==> src/rtl/dmem_port_ctrl.sv <==
// Single-port data-memory sequencer: arbitrates loads against committed stores,
// blocks loads aliasing the buffered store, and bounds store starvation.
module dmem_port_ctrl #(
  parameter int ADDR_W       = 32,
  parameter int DATA_W       = 32,
  parameter int STARVE_LIMIT = 4
) (
  input  logic                clk,
  input  logic                rst,
  input  logic                flush,
  input  logic                ld_req,
  input  logic [ADDR_W-1:0]   ld_addr,
  input  logic [DATA_W/8-1:0] ld_rmask,
  output logic                ld_gnt,
  output logic                ld_resp_valid,
  output logic [DATA_W-1:0]   ld_rdata,
  input  logic                sb_valid,
  input  logic [ADDR_W-1:0]   sb_addr,
  input  logic [DATA_W-1:0]   sb_wdata,
  input  logic [DATA_W/8-1:0] sb_wmask,
  input  logic                rob_commit_store,
  output logic                sb_pop,
  output logic [ADDR_W-1:0]   dmem_addr,
  output logic [DATA_W/8-1:0] dmem_rmask,
  output logic [DATA_W/8-1:0] dmem_wmask,
  output logic [DATA_W-1:0]   dmem_wdata,
  input  logic [DATA_W-1:0]   dmem_rdata,
  input  logic                dmem_resp
);

  localparam int MW = DATA_W / 8;
  localparam int CW = $clog2(STARVE_LIMIT + 1);

  typedef enum logic [1:0] {IDLE, LOAD_WAIT, STORE_WAIT} state_t;

  state_t        state;
  logic          committed;
  logic          cancel;
  logic [CW-1:0] starve_cnt;

  logic blocked;
  logic ld_elig;
  logic st_elig;
  logic starve_max;
  logic store_wins;
  logic st_gnt;
  logic unused_addr_bits;

  // Byte offsets never reach the word-aligned port.
  assign unused_addr_bits = ^{ld_addr[1:0], sb_addr[1:0]};

  // Word-granular alias check against any buffered store, committed or not.
  assign blocked    = sb_valid && (sb_addr[ADDR_W-1:2] == ld_addr[ADDR_W-1:2]);
  assign ld_elig    = ld_req && !blocked && !flush;
  assign st_elig    = sb_valid && committed;
  assign starve_max = (starve_cnt == CW'(STARVE_LIMIT));
  assign store_wins = st_elig && (!ld_elig || starve_max);
  assign ld_gnt     = !rst && (state == IDLE) && ld_elig && !store_wins;
  assign st_gnt     = !rst && (state == IDLE) && store_wins;

  always_ff @(posedge clk) begin
    if (rst) begin
      state         <= IDLE;
      committed     <= 1'b0;
      cancel        <= 1'b0;
      starve_cnt    <= '0;
      ld_resp_valid <= 1'b0;
      ld_rdata      <= '0;
      sb_pop        <= 1'b0;
      dmem_addr     <= '0;
      dmem_rmask    <= '0;
      dmem_wmask    <= '0;
      dmem_wdata    <= '0;
    end else begin
      ld_resp_valid <= 1'b0;
      sb_pop        <= 1'b0;

      if (!st_elig || st_gnt) begin
        starve_cnt <= '0;
      end else if (ld_gnt && !starve_max) begin
        starve_cnt <= starve_cnt + CW'(1);
      end

      // The completing write retires the entry still shown on sb_valid.
      if (state == STORE_WAIT && dmem_resp) begin
        committed <= 1'b0;
      end else if (rob_commit_store && sb_valid) begin
        committed <= 1'b1;
      end

      case (state)
        IDLE: begin
          if (ld_gnt) begin
            dmem_addr  <= {ld_addr[ADDR_W-1:2], 2'b00};
            dmem_rmask <= ld_rmask;
            dmem_wmask <= '0;
            cancel     <= 1'b0;
            state      <= LOAD_WAIT;
          end else if (st_gnt) begin
            dmem_addr  <= {sb_addr[ADDR_W-1:2], 2'b00};
            dmem_rmask <= '0;
            dmem_wmask <= sb_wmask;
            dmem_wdata <= sb_wdata;
            state      <= STORE_WAIT;
          end
        end
        LOAD_WAIT: begin
          if (dmem_resp) begin
            if (!(cancel || flush)) begin
              ld_resp_valid <= 1'b1;
              ld_rdata      <= dmem_rdata;
            end
            dmem_rmask <= MW'(0);
            dmem_wmask <= MW'(0);
            cancel     <= 1'b0;
            state      <= IDLE;
          end else if (flush) begin
            cancel <= 1'b1;
          end
        end
        STORE_WAIT: begin
          if (dmem_resp) begin
            sb_pop     <= 1'b1;
            dmem_rmask <= MW'(0);
            dmem_wmask <= MW'(0);
            state      <= IDLE;
          end
        end
        default: state <= IDLE;
      endcase
    end
  end

endmodule
==> config.mk <==
export PLATFORM = sky130hd
export DESIGN_NAME = dmem_port_ctrl
export DESIGN_NICKNAME = d
export VERILOG_FILES = /design/src/rtl/dmem_port_ctrl.sv
export SDC_FILE = /design/constraint.sdc
export NUM_CORES = 1
export LEC_CHECK = 0
export BUFFER_PORTS_ARGS = -buffer_cell sky130_fd_sc_hd__buf_2
export CORE_MARGIN = 1.5
export CORE_UTILIZATION = 50
export CTS_BUF_LIST = sky130_fd_sc_hd__clkbuf_8
export CTS_CLUSTER_SIZE = 10
export DETAILED_ROUTE_END_ITERATION = 7
export PLACE_DENSITY = 0.93
export SYNTH_ARGS = -nofsm -noshare
export SYNTH_HDL_FRONTEND = slang
export SYNTH_SLANG_ARGS = --single-unit
==> constraint.sdc <==
create_clock -name clk -period 4.8 [get_ports clk]
set_clock_uncertainty 0.15 [all_clocks]
set_input_delay 0.48 -clock clk [delete_from_list [all_inputs] [get_ports clk]]
set_output_delay 0.48 -clock clk [all_outputs]
set_load 0.005 [all_outputs]
==> results of run 1 <==
-- per-layer routing --
metal / share of wire [%] / vias up / GRT usage [%]
li1: - / 2382 / -
met1: 43 / 2120 / 29.6
met2: 48 / 204 / 39.5
met3: 7.0 / 26 / 4.39
met4: 2.3 / 0 / 9.97
met5: 0 / - / 0
-- critical path, cell delays in order --
cell and delay [ns]:
sky130_fd_sc_hd__buf_2 0.11, sky130_fd_sc_hd__xnor2_1 0.27, sky130_fd_sc_hd__nand4_1 0.13, sky130_fd_sc_hd__nor4_1 0.40, sky130_fd_sc_hd__a211o_2 0.29, sky130_fd_sc_hd__or2_1 0.18
sky130_fd_sc_hd__inv_4 0.17, sky130_fd_sc_hd__buf_2 0.18
-- power by group --
part	internal (µW)	switching (µW)	leakage, µW	total, µW
logic	151	173	0.00178	324
registers	966	23.1	0.000900	989
clock network	301	322	0.000112	623
-- worst paths after layout --
path                                          startpoint                     endpoint  slack (ns)  cells after the start
worst max-delay path                         ld_addr[11]                       ld_gnt        1.95                      8
worst min register to register  ld_rdata[9]$_SDFFE_PP0P_     ld_rdata[9]$_SDFFE_PP0P_        0.31                      2
worst max register to register     state[0]$_SDFFE_PP0P_   dmem_addr[24]$_SDFFE_PP0P_        2.29                      7
worst min-delay path                        sb_wdata[28]  dmem_wdata[28]$_SDFFE_PP0P_        0.17                      3
-- cell families after synthesis --
| group | Yosys count |
|---|---|
| AOI/OAI and AO/OA | 109 |
| muxes | 9 |
| and+or+nand+nor | 270 |
| xor gates and xnor gates | 31 |
| adders and majority gates | 6 |
| buffers and inverters | 49 |
| DFF | 111 |
| other | 1 |
-- sequential cells by signal, summed over array words and instances (netlist names) --
signal	flops
sb_pop	1
cancel	1
ld_resp_valid	1
dmem_addr	30
dmem_wmask	4
dmem_rmask	4
committed	1
state	2
starve_cnt	3
dmem_wdata	32
ld_rdata	32
-- per-stage QoR --
stage	utilization [%]	total power (µW)	cell area [µm²]
floorplan	-	1190	4730
global placement	64.8	1320	5960
detailed placement	64.8	1330	5960
CTS	67.2	1950	6180
global route	67.2	2020	6180
finish	67.2	1940	6180
-- area by class of cell --
class                      count  area share, %
clock buffer                   9           2.00
multi-input combinational    427           37.5
clock inverter                 7           1.64
timing repair buffer         247           20.2
tap                          111           2.25
inverter                       7          0.466
sequential                   111           36.0
-- layout by cell type (no fill, tap or decap), drive strengths merged, types with 2 or more instances in the layout --
cell	netlist	routed
nor2	35	35
mux2i	9	9
nor2b	2	2
or2	2	2
nand3	10	10
conb	1	2
buf	9	247
a311oi	30	30
nor3	4	4
nand2b	41	41
inv	7	10
nand4	7	7
o21ai	34	34
or3	3	3
xnor2	31	31
nand2	161	161
clkbuf	33	9
bufinv	0	2
dfxtp	111	111
ha	6	6
nor4	2	2
a21oi	38	38
==> run summary, run 1 <==
In this run the deepest clock path goes through 2 buffers. Synthesis produced 586 cells. The post-synthesis instance area came out at 4730 µm².

Summing the areas of all compound-gate instances in the mapped netlist gives 14.4% of the synthesized area. The count of antenna-violating nets left after detailed routing came out at 0. Counting flops with a built-in enable in the synthesized netlist gives 0. The power density of the placed cells came out at 313 nW/µm². The portion of synthesized area spent on multiplexers is around 1.9%. The endpoint required time on the critical path is 4.17 ns.

Across the run, the number of max-cap violations was 0. The cell count after placement came out at about 900. The fraction of the mapped netlist area in adder cells came out at 1.59%. In this run the static leakage power is 0.00280 µW. The routed length per placed instance is 13.7 µm. During placement, the flow inserted port buffers numbering 243.

The first global-routing pass estimated 19.1 mm of wire. The number of max-slew violations in the final report came out at 0. The antenna diode count is 0. The worst slew margin relative to its limit came out at 26.9%.

The floorplan row count came out at 35. The post-route fraction of the period consumed by the critical path is 59.3%. The final hold violation count came out at 0. The growth of design area from synthesis to finish is 30.7%. The initial utilization of the core area, before any placement, comes to roughly 51%. The CTS buffer count came out at 9.

The count of cells in the finished layout, fillers not included, comes to roughly 900. The post-CTS clock slew at the launch and capture registers of the worst setup and hold paths is 0.10 ns. The total global-route track usage came out at 23.5%. The count of boundary I/O pins is 250. The total die area is 10100 µm². After synthesis, the largest area contributor takes up 47.0% of total cell area.

The post-route setup TNS came out at 0 ns. The HPWL after detailed placement is 9.27 mm. The sequential standard cell area came out at 2220 µm². The data arrival time of the critical path is 2.22 ns. The tree is rooted in a sky130_fd_sc_hd__clkbuf_8. The worst setup path is launched from an input pin. The sequential cell area fraction in the yosys report is between 40% and 50%.

The post-cts gate resize count came out at 0. The most common flop cell mapped by yosys is sky130_fd_sc_hd__dfxtp_1. The average instance in the mapped netlist occupies 8.07 µm². The first routing iteration left ~220 violations. The final RePlAce weighted congestion is 0.839. The number of warning messages in the yosys log is 0.

The via count of the first global-routing pass is 4224. The time the worst path needs with I/O delays and setup came out at about 2.8 ns. Setup repair after global routing left no endpoint under its margin. The simple-gate share of the synthesized area came out at 25.0%.

The aggregate global routing overflow is 0. The layout cell share with drive strength beyond 1 came out at 33.3%. The post-synthesis cell type count is 34. CTS built an H-tree with a depth of 3.

The final net count came out at 952. Entering global routing, the biggest net connects 111 pins. The flow ran to the end, and the final reports show no timing, DRC or antenna violations. The critical path is of the in -> out type.

The wire length after detailed routing is roughly 13 mm. TritonCTS built the clock tree. The actual transition at the worst max-transition pin came out at 1.10 ns. The number of iterations in the first detailed-routing pass came out at 4.

The clock sink count is 111. The area of the multi-input gates is ~2300 µm². The largest total area in the synthesized netlist belongs to sky130_fd_sc_hd__dfxtp_1. Summing the areas of all xor and xnor instances in the mapped netlist gives 5.74% of the synthesized area. The post-cts hold buffer count came out at 0.

The number of antenna violations at the first check in global routing is 0. The vertical die dimension came out at approximately 100 µm. For the worst-skew pair, the clock arrives at the later sink with an insertion delay of 0.35 ns. In this run, synthesis produced a sequential element count of 111. At the placement stage, the worst setup path has a slack of about 1.7 ns. The setup violation total in the final timing report is 0. The min-delay analysis places its worst path in the category in -> reg. The largest fanout on the critical path came out at 36. On the final layout, the worst hold slack is 0.169 ns. Sorting the synthesized cells by how often they occur yields sky130_fd_sc_hd__nand2_1, sky130_fd_sc_hd__dfxtp_1, sky130_fd_sc_hd__nand2b_1.

Yosys instantiated no cell more often than sky130_fd_sc_hd__nand2_1. The count of vias placed by the detailed router came out at 4732. By area, the combinational part of the netlist is dominated by simple AND/OR/NAND/NOR gates. The die is 100 µm wide.

The number of buffers inserted by post-CTS setup repair is 0. After synthesis, the share of flip-flops with an asynchronous set or reset is 0%. The detail-routed via count per cell came out at 5.15. Derived from the worst setup path, the maximum achievable clock frequency is 0.351 GHz.

Setup slack closes at 1.95 ns. The peak ir drop on the vdd network came out at 0.187 mV. The floorplan core area is 9200 µm². The DRC violations left is 0. STA classifies the critical path endpoint as an output port. Fill cells in the final layout number 796. Ranked by total cell area, the synthesized netlist is headed by sky130_fd_sc_hd__dfxtp_1, sky130_fd_sc_hd__nand2_1, sky130_fd_sc_hd__xnor2_1.
Note: power is estimated with default switching activity, not from simulation.
==> run 2, diff against run 1 <==
CORE_UTILIZATION = 47   (was 50)
PLACE_DENSITY = 0.88   (was 0.93)
clock period = 2.8 ns   (was 4.8 ns; I/O delays follow)
==> run 2 against run 1 <==
Utilization rose by 3.0 points. Die area rose by 6.2%. Power rose by 72%. Critical endpoint is now dmem_addr[3]$_SDFFE_PP0P_. Largest power group unchanged.
==> run summary, run 2 (synthesized netlist as in run 1, its figures left out) <==
The flow ran to the end, and the final reports show no timing, DRC or antenna violations. The post-cts gate resize count came out at 0 (unchanged). The library cells used most frequently in the layout, excluding fill and tap cells, are sky130_fd_sc_hd__buf_2, sky130_fd_sc_hd__nand2_1, sky130_fd_sc_hd__dfxtp_1. The sequential standard cell area is 2220 µm² (unchanged). The number of iterations in the first detailed-routing pass is 4 (unchanged). The power density of the placed cells came to 485 nW/µm² (+55%).

The width of the die is 103 µm (+3.0%). The via count of the first global-routing pass was 4683 (+11%). The clock tree from TritonCTS is yes.

The part of the total power dissipated in sequential elements was 51.0% (about the same). The filler cell count is 779 (-2.1%). The aggregate global routing overflow is 0 (unchanged). The time the worst path needs with I/O delays and setup is 2.45 ns. The peak ir drop on the vdd network came out at 0.296 mV (+58%). The placement-stage worst setup slack came to 0.249 ns (-1.48 ns). The endpoint required time on the critical path came out at 2.91 ns (-1.26 ns). The largest fanout on the critical path is 30 (-17%). The count of antenna-violating nets left after detailed routing came to 0 (unchanged).

The number of antenna violations at the first check in global routing was 1 (+1). The total global-route track usage is 25.8% (+2.3 points). The detail-routed via count per cell is 5.09 (-1.2%). The area of the multi-input gates came out at 2320 µm² (unchanged). The post-cts hold buffer count came out at 60 (+60). Setup repair after global routing left no endpoint under its margin.

The worst slew margin relative to its limit came out at 57.4% (+31 points). The floorplan core area came out at 9770 µm² (+6.3%). The vertical die dimension came out at 103 µm (+3.0%).

The post-CTS clock slew at the launch and capture registers of the worst setup and hold paths is 0.12 ns (+0.02 ns). The routed length per placed instance is 14.5 µm (+5.3%). The fraction of power consumed by combinational cells is 19.3% (+2.6 points).

The max-cap check violation count is 0 (unchanged). The count of boundary I/O pins was 250 (unchanged). The clock network fraction of total power was 29.7% (-2.5 points). The floorplan row count came out at 36 (+2.9%).

The layout cell share with drive strength beyond 1 is 31.4% (-1.9 points). The clock sink count is 111 (unchanged). In the final layout, the registers with the most flip-flops are dmem_wdata: 32 flops, ld_rdata: 32 flops, dmem_addr: 30 flops. The total die area is 10700 µm² (+6.2%). The final net count is 1018 (+6.9%). The post-detailed-placement half-perimeter wirelength is 9.27 mm (about the same). The data arrival time of the critical path is 2.56 ns (+0.34 ns).

The final hold violation count came out at 0 (unchanged). The final setup slack of the worst path is 0.353 ns (-1.60 ns). The number of buffers inserted by post-CTS setup repair is 0 (unchanged). The hold slack is 0.0249 ns (-0.144 ns). The reported net switching power was 920 µW (+78%). The critical path is of the reg -> reg type. The actual transition at the worst max-transition pin is 0.638 ns (-0.459 ns).

The post-route setup TNS is 0 ns (unchanged). The count of vias placed by the detailed router was 5128 (+8.4%). The worst min-delay path category is in -> reg. The DRC violations left is 0 (unchanged). The deepest clock path buffer count is 2 (unchanged). The initial detailed-routing violation count came out at 239 (+9.6%). The clock root buffer master is sky130_fd_sc_hd__clkbuf_8. The switching share of power was 27.7% (+0.93 points). Compared with the post-synthesis result, the final layout area differs by 45.0%. The wire length of the first global-routing pass came out at 21.5 mm (+13%). The CTS buffer count is 9 (unchanged). The starting utilization of the core area came out at 48.4% (-3.0 points). The latest clock arrival within the worst-skew pair came to 0.35 ns (about the same). The wire length after detailed routing came out at 14.6 mm (+15%). The worst setup path is captured at a flop.

The static leakage is 0.00307 µW (+9.7%). The library cell used most frequently in the layout, excluding fill and tap cells, is sky130_fd_sc_hd__buf_2. After layout, the worst path uses 87.4% of the clock period.

The element type at the critical path start is a flop. The setup violation total in the final timing report is 0 (unchanged). The achievable clock frequency came out at 0.409 GHz. The number of levels in the clock H-tree came out at 3 (unchanged).

The final RePlAce weighted congestion is 0.908 (+8.2%). The maximum number of pins on one net before global-route repair is 70 (-37%). The number of buffers added on ports was 243 (unchanged).

The number of max-slew violations in the final report came to 0 (unchanged). The internal portion of total power was 2400 µW (+70%).
run 2: cell count changes in the layout (fill, tap and decap cells not counted), sizes merged:
cell | previous run | this run
buf | 247 | 252
diode | 0 | 1
bufinv | 2 | 1
dlygate4sd3 | 0 | 61
clkinvlp | 1 | 2
run 2: final timing paths:
kind                                                 from                    endpoint  slack [ns]  cells past startpoint
worst max-delay path                state[1]$_SDFFE_PP0P_   dmem_addr[3]$_SDFFE_PP0P_        0.35                      9
worst min-delay path                          ld_rmask[0]  dmem_rmask[0]$_SDFFE_PP0P_        0.02                      3
worst max register to register      state[1]$_SDFFE_PP0P_   dmem_addr[3]$_SDFFE_PP0P_        0.35                      9
worst min register to register  ld_rdata[23]$_SDFFE_PP0P_   ld_rdata[23]$_SDFFE_PP0P_        0.31                      2
run 2: power by group through the flow:
| stage | logic (µW) | clock network, µW | registers, µW |
|---|---|---|---|
| final | 640 | 988 | 1700 |
| after detailed placement | 563 | 0 | 1730 |
| after CTS | 629 | 1020 | 1690 |
| after global placement | 554 | 0 | 1730 |
| after floorplan | 299 | 0 | 1740 |
| after global routing | 703 | 1090 | 1710 |
run 2: final cells by class:
type | instances | area share (%)
Antenna cell | 1 | 0.0365
Clock buffer | 9 | 1.81
Clock inverter | 7 | 1.15
Inverter | 7 | 0.419
Multi-Input combinational cell | 427 | 33.8
Sequential cell | 111 | 32.4
Tap cell | 133 | 2.43
Timing Repair Buffer | 313 | 28.0
run 2: stage by stage:
step	utilization, %	cells	total power, µW	cell area, µm²
floorplan	-	587	2040	4730
global placement	61.9	930	2280	6050
detailed placement	61.9	930	2290	6050
CTS	70.1	1006	3350	6850
global route	70.2	1008	3500	6860
finish	70.2	1008	3320	6860
run 2: worst max-delay path, stage by stage, from the launching register on:
cell                       delay (ns)
sky130_fd_sc_hd__dfxtp_1         0.35
sky130_fd_sc_hd__inv_1           0.08
sky130_fd_sc_hd__ha_1            0.24
sky130_fd_sc_hd__nand2b_1        0.17
sky130_fd_sc_hd__a31o_2          0.24
sky130_fd_sc_hd__or2_1           0.28
sky130_fd_sc_hd__inv_4           0.12
sky130_fd_sc_hd__buf_4           0.32
sky130_fd_sc_hd__nand2_1         0.10
sky130_fd_sc_hd__a311oi_1        0.30
run 2: per-layer routing:
layer | track usage, % | part of all wire, % | vias to the layer above
li1 | - | - | 2511
met4 | 11.2 | 3.6 | 0
met2 | 44.8 | 48 | 253
met1 | 30.8 | 40 | 2317
met5 | 0 | 0 | -
met3 | 5.71 | 8.1 | 47
==> run 3, diff against run 2 <==
ABC_AREA = 1   (was unset)
PLACE_DENSITY = 0.87   (was 0.88)
==> run 3 against run 2 <==
Fmax decreased by 4.6%. Synthesized area rose by 6.2%. Clock-buffer cell count rose by 2. Sequential power grew 9%. Routed wire length grew 8.4%. Cell area up 3.8%. Combinational power rose by 55%. Power rose by 15%. Largest cell class unchanged. Final cell count is 16% higher. Global-route usage rose by 2.2 points. Highest routed layer unchanged. Non-clock buffer count up 2.
==> run summary, run 3 <==
The cell count after placement came out at 1091 (+17%). The number of antenna violations at the first check in global routing came out at 0 (-1). The total die area is 11300 µm² (+6.0%). The antenna diode count is 0 (-1).

The actual transition at the worst max-transition pin is 1.01 ns (+0.369 ns). The via count of the first global-routing pass is 5612 (+20%). The run finished with clean final reports. The latest clock arrival within the worst-skew pair was 0.36 ns (about the same). The count of vias placed by the detailed router is 5685 (+11%).

The fraction of power consumed by combinational cells is 25.9% (+6.6 points). The area growth from synthesis to layout is 41.9%. The number of enable flip-flop cells after synthesis was 0 (unchanged). The final RePlAce weighted congestion was 0.843 (-7.1%). The clock sink count is 111 (unchanged). The largest stage delay on the critical path is 0.54 ns (+0.19 ns).

The max-cap check violation count is 0 (unchanged). The post-detailed-placement half-perimeter wirelength came out at 9.96 mm (+7.4%). The final setup slack of the worst path is 0.236 ns (-0.117 ns). The count of antenna-violating nets left after detailed routing is 0 (unchanged). The initial detailed-routing violation count came out at 411 (+72%). The maximum number of pins on one net before global-route repair came to 50 (-29%). The dominant delay contributor by cell family on the critical path is buffers and inverters. The floorplan row count is 37 (+2.8%). The number of buffers added on ports is 243 (unchanged). The vertical die dimension is 106 µm (+2.9%).

The total global-route track usage came out at 28.0% (+2.2 points). The top cell types in the final layout, fill and taps aside, are sky130_fd_sc_hd__buf_2, sky130_fd_sc_hd__nand2_1, sky130_fd_sc_hd__dfxtp_1. The clock network fraction of total power is 25.6% (-4.1 points). The static leakage is 0.00398 µW (+30%).

The number of warning messages in the yosys log is 0 (unchanged). The CTS buffer count came out at 9 (unchanged). The layout cell share with drive strength beyond 1 came out at 27.3% (-4.0 points). The final hold violation count came out at 0 (unchanged). By area the synthesized netlist is led by sky130_fd_sc_hd__dfxtp_1, sky130_fd_sc_hd__nand2_1, sky130_fd_sc_hd__nor2_1. The commonest cells after synthesis are sky130_fd_sc_hd__nand2_1, sky130_fd_sc_hd__dfxtp_1, sky130_fd_sc_hd__nor2_1. The number of levels in the clock H-tree is 3 (unchanged). The post-cts gate resize count came out at 0 (unchanged). The starting utilization of the core area came out at 48.6% (+0.25 points).

The internal portion of total power came out at 2590 µW (+7.9%). The number of buffers and inverters on the critical path came out at 7 (+4). The width of the die is 106 µm (+2.9%). The sequential cell area fraction in the yosys report came out at 44.2% (-2.7 points). The final non-filler cell total is 1171 (+16%). The critical path goes through dlygate4sd3_1, buf_2, inv_1, nand2_1, nand2_1, inv_1, nand2_1, nor2_1, nand2_1, nor2_1, nand2_1, nand3_2, inv_2, nand2_4, inv_2, buf_2.

The DRC violations left came out at 0 (unchanged). The post-synthesis instance area came out at 5020 µm² (+6.2%). The worst hold path belongs to the class in -> reg. The power density of the placed cells is 539 nW/µm² (+11%). The critical path in this run is classified as in -> out. Among all cell types in the netlist, the one instantiated most often is sky130_fd_sc_hd__nand2_1. The area share of the largest cell type after synthesis is 44.2% (-2.7 points). The largest registers in the layout are dmem_wdata: 32 flops, ld_rdata: 32 flops, dmem_addr: 30 flops. The detail-routed via count per cell was 4.85 (-4.6%). The post-route setup TNS is 0 ns (unchanged).

The average footprint of a synthesized cell is 6.77 µm² (-16%). The top cell type by total area after synthesis is sky130_fd_sc_hd__dfxtp_1. Setup repair after global routing left no endpoint under its margin. The post-route fraction of the period consumed by the critical path is 91.6% (+4.2 points).

The post-CTS clock slew at the launch and capture registers of the worst setup and hold paths came to 0.12 ns (about the same). The reported net switching power is 1240 µW (+35%). The number of flip-flops and latches in the synthesized netlist came out at 111 (unchanged). The cell repeated most along the worst path is sky130_fd_sc_hd__nand2_1. The deepest clock path buffer count is 2 (unchanged). The wire length after detailed routing came to 15.8 mm (+8.4%). The switching share of power is 32.4% (+4.7 points). The clock root buffer master is sky130_fd_sc_hd__clkbuf_8. The wire length of the first global-routing pass is 25.7 mm (+19%). The clock tree from TritonCTS is yes.

The number of max-slew violations in the final report is 0 (unchanged). Leaving out fill and tap cells, the most frequent cell in the layout is sky130_fd_sc_hd__buf_2. The worst setup path is launched from an input pin.

The setup violation total in the final timing report came out at 0 (unchanged). The count of mapped cells out of synthesis was 742 (+27%). For this design, the slowest cell found on the critical path is sky130_fd_sc_hd__dlygate4sd3_1. The post-synthesis cell type count is 28 (-18%). The peak ir drop on the vdd network is 0.414 mV (+40%). The number of iterations in the first detailed-routing pass came out at 7 (+3).

The worst slew margin relative to its limit is 32.7% (-25 points). The time the worst path needs with I/O delays and setup came to 2.56 ns (+0.117 ns). The count of boundary I/O pins is 250 (unchanged). The proportion of synthesized flip-flops having asynchronous set or reset was 0% (unchanged). Among all flip-flop cells after synthesis, the most frequent one is sky130_fd_sc_hd__dfxtp_1. STA classifies the critical path endpoint as an output port. The endpoint required time on the critical path is 2.37 ns (-0.54 ns). The largest fanout on the critical path came out at 12 (-60%). The placement-stage worst setup slack was 0.518 ns (+0.269 ns). The achievable clock frequency came out at 0.390 GHz (-4.6%). The floorplan core area came out at 10300 µm² (+5.6%).

The aggregate global routing overflow was 0 (unchanged). The routed length per placed instance is 13.5 µm (-6.7%). The final net count came to 1179 (+16%). The data arrival time of the critical path came out at 2.13 ns (-0.43 ns). The part of the total power dissipated in sequential elements is 48.5% (-2.5 points).
run 3: worst paths after layout:
check	from	end	slack (ns)	cells after the start
worst max register to register	state[1]$_SDFFE_PP0P_	dmem_addr[27]$_SDFFE_PP0P_	0.64	11
worst max-delay path	ld_addr[29]	ld_gnt	0.24	16
worst min-delay path	dmem_rdata[24]	ld_rdata[24]$_SDFFE_PP0P_	0.008	3
worst min register to register	dmem_wdata[19]$_SDFFE_PP0P_	dmem_wdata[19]$_SDFFE_PP0P_	0.32	2
run 3: stage by stage:
stage	hold slack (ns)	util, %	power (µW)	area, µm²
after CTS	0.000781	68.9	3840	7120
after floorplan	0.202	-	2420	5030
final	0.00769	69.0	3840	7120
after global routing	0.0110	69.0	4070	7120
after detailed placement	0.304	60.9	2800	6280
after global placement	0.298	60.9	2770	6280
run 3: power groups by stage:
stage	clock network (µW)	registers (µW)	logic, µW
final	982	1860	995
after global routing	1070	1880	1130
after CTS	1010	1850	983
after detailed placement	0	1880	911
after global placement	0	1880	891
after floorplan	0	1900	517
run 3: kinds of logic (layout without fill, tap and decap cells):
kind of cell	Yosys count	in the layout	synth area share, %
AND/OR/NAND/NOR	355	355	28.7
AO/OA/AOI/OAI	134	134	13.4
buffers and inverters	128	420	10.8
flip-flops	111	111	44.2
XOR/XNOR	7	7	1.22
adder cells (fa/ha/maj)	6	6	1.49
other	1	2	0.0747
run 3: layout make-up:
class	count	area (µm²)
clock buffer	11	151
clock inverter	5	51.3
fill	853	3200
inverter	89	334
multi-input combinational	504	2270
sequential	111	2220
tap	136	170
timing repair buffer	315	1930
run 3: per-layer routing:
metal  vias to the layer above  GRT usage (%)  wire (µm)
li1                       2873              -          -
met1                      2537           32.3       6370
met2                       240           50.0       7910
met3                        35           6.62       1180
met4                         0           10.8        357
met5                         -              0          0
run 3: worst register-to-register path, stage by stage (launching register included):
cell                      delay (ns)
sky130_fd_sc_hd__dfxtp_1        0.36
sky130_fd_sc_hd__inv_1          0.09
sky130_fd_sc_hd__ha_1           0.21
sky130_fd_sc_hd__inv_1          0.06
sky130_fd_sc_hd__nor2_1         0.23
sky130_fd_sc_hd__nand3_2        0.18
sky130_fd_sc_hd__inv_2          0.12
sky130_fd_sc_hd__nand2_4        0.06
sky130_fd_sc_hd__buf_4          0.20
sky130_fd_sc_hd__buf_4          0.22
sky130_fd_sc_hd__o21ai_0        0.10
sky130_fd_sc_hd__a21oi_1        0.09
run 3: timing repair:
item | in CTS | in global routing
endpoints found under the setup margin | 0 | 1
hold buffers | 63 | 0
setup buffers | 0 | 1
hold endpoints to repair | 62 | 0
